### src/rtl/pixel_array_controller_pkg.sv
// Shared pixel-array configuration: geometry, ramp width
// and the frame sequencer state encoding.
package PixelSensorConfig;

   localparam int PIXEL_ARRAY_HEIGHT = 2;
   localparam int PIXEL_BITS         = 10;
   localparam int RAMP_BITS          = 8;

   typedef enum logic [2:0] {
      IDLE,
      ERASE,
      EXPOSE,
      CONVERT,
      READOUT
   } ctrl_state_t;

endpackage

### src/rtl/pixel_array_controller_phase_timer.sv
// Loadable down-counter timing the ERASE, EXPOSE and CONVERT
// phases; tc flags the last cycle of a phase.
module phase_timer #(
   parameter int WIDTH = 8
) (
   input  logic             clk,
   input  logic             rst_n,
   input  logic             load,
   input  logic [WIDTH-1:0] load_val,
   output logic [WIDTH-1:0] count,
   output logic [WIDTH-1:0] count_next,
   output logic             tc
);

   always_comb begin
      count_next = count;
      if (load)
         count_next = load_val;
      else if (count != '0)
         count_next = count - 1'b1;
   end

   always_ff @(posedge clk or negedge rst_n) begin
      if (!rst_n)
         count <= '0;
      else
         count <= count_next;
   end

   assign tc = (count == '0);

endmodule

### src/rtl/pixel_array_controller.sv
// Frame sequencer: erase, expose, ramp conversion, then
// row-by-row readout over a valid/ready handshake.
module pixel_array_controller #(
   parameter int ERASE_CYCLES = 5,
   parameter int EXPOSE_BITS  = 8,
   parameter int RAMP_BITS    = PixelSensorConfig::RAMP_BITS,
   localparam int H  = PixelSensorConfig::PIXEL_ARRAY_HEIGHT,
   localparam int AW = (H > 1) ? $clog2(H) : 1
) (
   input  logic                   CLK,
   input  logic                   RESET,
   input  logic                   START,
   input  logic                   ABORT,
   input  logic [EXPOSE_BITS-1:0] EXPOSE_TIME,
   input  logic                   ROW_READY,
   output logic                   ERASE,
   output logic                   EXPOSE,
   output logic                   ANALOG_RAMP,
   output logic [RAMP_BITS-1:0]   DIGITAL_RAMP,
   output logic [H-1:0]           READ_ROW,
   output logic [AW-1:0]          ROW_ADDR,
   output logic                   ROW_VALID,
   output logic                   BUSY,
   output logic                   FRAME_DONE
);

   localparam int EW       = $clog2(ERASE_CYCLES) + 1;
   localparam int TW0      = (RAMP_BITS > EXPOSE_BITS) ? RAMP_BITS : EXPOSE_BITS;
   localparam int TW       = (TW0 > EW) ? TW0 : EW;
   localparam int RAMP_MAX = 2 ** RAMP_BITS - 1;

   PixelSensorConfig::ctrl_state_t state, state_n;

   logic [AW-1:0]          row, row_n;
   logic [EXPOSE_BITS-1:0] exp_time, exp_len;
   logic [TW-1:0]          load_val, count, count_next;
   logic                   load, tc, latch, done_n, rd;

   phase_timer #(.WIDTH(TW)) u_timer (
      .clk        (CLK),
      .rst_n      (RESET),
      .load       (load),
      .load_val   (load_val),
      .count      (count),
      .count_next (count_next),
      .tc         (tc)
   );

   assign exp_len = (exp_time == '0) ? EXPOSE_BITS'(1) : exp_time;

   // ABORT overrides everything; in IDLE it also swallows START.
   always_comb begin
      state_n  = state;
      row_n    = row;
      load     = 1'b0;
      load_val = '0;
      latch    = 1'b0;
      done_n   = 1'b0;
      if (ABORT) begin
         state_n = PixelSensorConfig::IDLE;
      end else begin
         case (state)
            PixelSensorConfig::IDLE: begin
               if (START) begin
                  state_n  = PixelSensorConfig::ERASE;
                  latch    = 1'b1;
                  load     = 1'b1;
                  load_val = TW'(ERASE_CYCLES - 1);
               end
            end
            PixelSensorConfig::ERASE: begin
               if (tc) begin
                  state_n  = PixelSensorConfig::EXPOSE;
                  load     = 1'b1;
                  load_val = TW'(exp_len - 1'b1);
               end
            end
            PixelSensorConfig::EXPOSE: begin
               if (tc) begin
                  state_n  = PixelSensorConfig::CONVERT;
                  load     = 1'b1;
                  load_val = TW'(RAMP_MAX);
               end
            end
            PixelSensorConfig::CONVERT: begin
               if (tc) begin
                  state_n = PixelSensorConfig::READOUT;
                  row_n   = '0;
               end
            end
            PixelSensorConfig::READOUT: begin
               if (ROW_READY) begin
                  if (row == AW'(H - 1)) begin
                     state_n = PixelSensorConfig::IDLE;
                     done_n  = 1'b1;
                  end else begin
                     row_n = row + 1'b1;
                  end
               end
            end
            default: state_n = PixelSensorConfig::IDLE;
         endcase
      end
   end

   assign rd = (state_n == PixelSensorConfig::READOUT);

   // Outputs are decoded from next-state so every pin is a flop.
   always_ff @(posedge CLK or negedge RESET) begin
      if (!RESET) begin
         state        <= PixelSensorConfig::IDLE;
         row          <= '0;
         exp_time     <= '0;
         ERASE        <= 1'b0;
         EXPOSE       <= 1'b0;
         ANALOG_RAMP  <= 1'b0;
         DIGITAL_RAMP <= '0;
         READ_ROW     <= '0;
         ROW_ADDR     <= '0;
         ROW_VALID    <= 1'b0;
         BUSY         <= 1'b0;
         FRAME_DONE   <= 1'b0;
      end else begin
         state       <= state_n;
         row         <= row_n;
         if (latch)
            exp_time <= EXPOSE_TIME;
         ERASE       <= (state_n == PixelSensorConfig::ERASE);
         EXPOSE      <= (state_n == PixelSensorConfig::EXPOSE);
         ANALOG_RAMP <= (state_n == PixelSensorConfig::CONVERT);
         DIGITAL_RAMP <= (state_n == PixelSensorConfig::CONVERT)
                       ? RAMP_BITS'(RAMP_MAX) - count_next[RAMP_BITS-1:0]
                       : '0;
         READ_ROW    <= rd ? (H'(1) << row_n) : '0;
         ROW_ADDR    <= rd ? row_n : '0;
         ROW_VALID   <= rd;
         BUSY        <= (state_n != PixelSensorConfig::IDLE);
         FRAME_DONE  <= done_n;
      end
   end

endmodule

### config.mk
export PLATFORM = sky130hd
export DESIGN_NAME = pixel_array_controller
export DESIGN_NICKNAME = d
export VERILOG_FILES = /design/src/rtl/pixel_array_controller_pkg.sv /design/src/rtl/pixel_array_controller_phase_timer.sv /design/src/rtl/pixel_array_controller.sv
export SDC_FILE = /design/constraint.sdc
export NUM_CORES = 1
export LEC_CHECK = 0
export ABC_AREA = 1
export CORE_UTILIZATION = 46
export CTS_CLUSTER_SIZE = 30
export DETAILED_ROUTE_END_ITERATION = 8
export PLACE_DENSITY = 0.7
export REMOVE_ABC_BUFFERS = 1
export SLEW_MARGIN = 20
export SYNTH_ARGS = -nofsm -noshare
export SYNTH_HDL_FRONTEND = slang
export SYNTH_SLANG_ARGS = --single-unit
### constraint.sdc
create_clock -name CLK -period 2 [get_ports CLK]
set_input_delay 0.4 -clock CLK [delete_from_list [all_inputs] [get_ports CLK]]
set_output_delay 0.4 -clock CLK [all_outputs]
set_load 0.01 [all_outputs]
==> run metrics <==
DRT met1 WL=~1.6 mm; CTS Buf Count=5; Slew Limit Headroom=0.701; DR top layer=met4; pre-CTS setup slack=~0.25 ns; CTS sink cnt=36; # IOs=30; Post-Syn Area=approximately 1800 um2; GRT Overall Usage=0.194; Site Rows=22; Chip Width=roughly 65 um; # nets final=269; global-route wire length before repair=around 6.0 mm; Reg clk slew, reported paths=roughly 0.070 ns; # setup viols final=0; kind of critical path=flip-flop to flip-flop; gpl congestion=0.853; routed vias=approximately 1500; setup total negative slack=0 ns; top_reg_cell synth=dfrtp_1; Leak Pwr=~1.1 nW; WP data arrival=~2.0 ns; Worst Setup End Kind=flip-flop; Required @ worst endpoint=2.22 ns; Post-Place Cells=approximately 300; crit-path max cell delay=about 0.4 ns; Worst path most repeated cell=inv_1; largest net degree at the start of global routing=37; clock period minus worst slack=around 1.7 ns; post-DP HPWL=between 2 and 3 mm; initial cell density of the core=0.488; Peak VDD IR=0.533 mV; Max Clk Rate=roughly 0.58 GHz; diode count=0; CTS tree=yes; initial antenna violation count=0; Hold Buf Count CTS=0; RSZ-0062 raised after global routing=false; Syn Area/Cell=between 8 and 9 um2; fin cells=302; grt ovf=0; critical path's top delay family=simple AND/OR/NAND/NOR gates; ys async rst share=1.00; final hold vios=0; clk_skew=around 0.0081 ns; layout cell share with drive strength beyond 1=0.154; port bufs=29; final worst slack=around 0.26 ns; vias in the first global route=1393; max-slew violations=0; Layout area overhead=26.5%; vias per cell=~4.8; Syn. warnings=0; Startpoint Class=flip-flop; worst path bufs/invs=3; CP cell instances=inv_1 -> ha_1 -> inv_1 -> nor2_2 -> nand3_4 -> nor3_1 -> o21ai_0 -> buf_4 -> nor2_1; first-iteration detailed-routing DRC count=72; worst-margin pin slew=~0.45 ns; Syn Inst Count=213; 1st-pass router iterations=6; power per cell area=around 990 nW/um2; Post-CTS Setup Inserts=0; Routed Antenna Nets=0; drt drc=0; Yosys cell types=31; #FFs+latches synth=36; core area=3720 um2; hold_ws=0.517 ns; WL met2=about 1.5 mm; Crit-path slowest cell=dfrtp_1; WL met3=119 um; Final Util=0.618; WL/cell=~11 um; die area=roughly 4200 um2; die height=64.8 um; Routed WL=about 3.4 mm; fin crit share=0.869; clock latency on the worst-skew pair=slightly below 0.3 ns; outcome=finished clean; max-cap violations=0; # H-tree levels=2; CTS Root Cell=clkbuf_8; EDFF count, synth=0; Worst Path Max Fanout=7; HP Class=primary input to asynchronous set/reset pin; sequential element share of the synthesized area=0.497; clock tree buffer depth=2
-- kinds of logic (layout without fill, tap and decap cells) --
logic type | after synthesis | after routing | share of synthesized area
adders and majority gates | 3 | 3 | 0.0207
buffers and inverters | 34 | 75 | 0.0759
AOI/OAI and AO/OA | 28 | 28 | 0.0890
xor gates and xnor gates | 7 | 7 | 0.0338
and+or+nand+nor | 105 | 105 | 0.284
DFF | 36 | 36 | 0.497
-- power by group --
part | internal (mW) | leakage [nW] | switching, mW
Clock | 0.280 | 0.0445 | 0.251
Sequential | 0.855 | 0.463 | 0.118
Combinational | 0.307 | 0.641 | 0.461
Total | 1.44 | 1.15 | 0.829
-- final cells by class --
cell class	count	area, um2
clock buffer	7	86.3
clock inverter	1	7.51
fill	348	1420
inverter	32	123
multi-input combinational	143	782
sequential	36	901
tap	48	60.1
timing repair buffer	35	335
-- state kept, by name (all words and copies together) (netlist names) --
| name | flops |
|---|---|
| ANALOG_RAMP | 1 |
| BUSY | 1 |
| DIGITAL_RAMP | 8 |
| ERASE | 1 |
| EXPOSE | 1 |
| FRAME_DONE | 1 |
| READ_ROW | 2 |
| ROW_VALID | 1 |
| exp_time | 8 |
| row | 1 |
| state | 3 |
| u_timer.count | 8 |
-- repair_timing --
item / in CTS / in global routing
endpoints found under the hold margin: 0 / 0
resized for setup: 0 / 2
setup endpoints to repair: 0 / 1
-- cells in the mapped netlist (2+ instances only) --
master    n  share of area
o21ai_0   8          0.022
nand4_1   4          0.014
nand3_1  12          0.033
inv_1    29          0.060
xor2_1    5          0.024
nor2_1   33          0.068
o21ai_1   2         0.0055
nand2_2   4          0.014
dfrtp_1  36           0.50
nor3_1    2         0.0055
xnor2_1   2         0.0097
nand2_1  33          0.068
nor2_2    7          0.024
buf_4     2         0.0083
nand2_4   3          0.019
a21oi_1  14          0.039
ha_1      3          0.021
-- cell usage in the layout (no fill, tap or decap), types with 5 or more instances in the layout --
| master | count |
|---|---|
| clkbuf_8 | 6 |
| nand2_1 | 33 |
| xor2_1 | 5 |
| buf_4 | 6 |
| nor2_1 | 33 |
| o21ai_0 | 8 |
| dfrtp_1 | 36 |
| inv_1 | 29 |
| clkdlybuf4s50_1 | 29 |
| nor2_2 | 7 |
| a21oi_1 | 13 |
| nand3_1 | 12 |
-- per-stage QoR --
step,area [um2],power [mW]
after detailed placement,2190,1.75
after CTS,2290,2.29
final,2290,2.27
after global placement,2190,1.74
after floorplan,1800,1.53
after global routing,2290,2.44
-- path summary, 6_finish.rpt --
check / startpoint / end / slack [ns] / cells past startpoint
hold reg to reg: exp_time[7]$_DFFE_PN0P_ / exp_time[7]$_DFFE_PN0P_ / 0.56 / 2
setup / recovery: u_timer.count[0]$_DFF_PN0_ / READ_ROW[0]$_DFF_PN0_ / 0.26 / 9
setup reg to reg: u_timer.count[0]$_DFF_PN0_ / READ_ROW[0]$_DFF_PN0_ / 0.26 / 9
min in group CLK: exp_time[7]$_DFFE_PN0P_ / exp_time[7]$_DFFE_PN0P_ / 0.56 / 2
max in group asynchronous: RESET / exp_time[7]$_DFFE_PN0P_ / 1.15 / 2
hold / removal: RESET / DIGITAL_RAMP[0]$_DFF_PN0_ / 0.52 / 2
-- routing by layer --
layer	vias up	track usage
li1	752	-
met1	663	0.242
met2	35	0.310
met3	8	0.0423
met4	0	0.108
met5	-	0
Note: power is estimated with default switching activity, not from simulation.
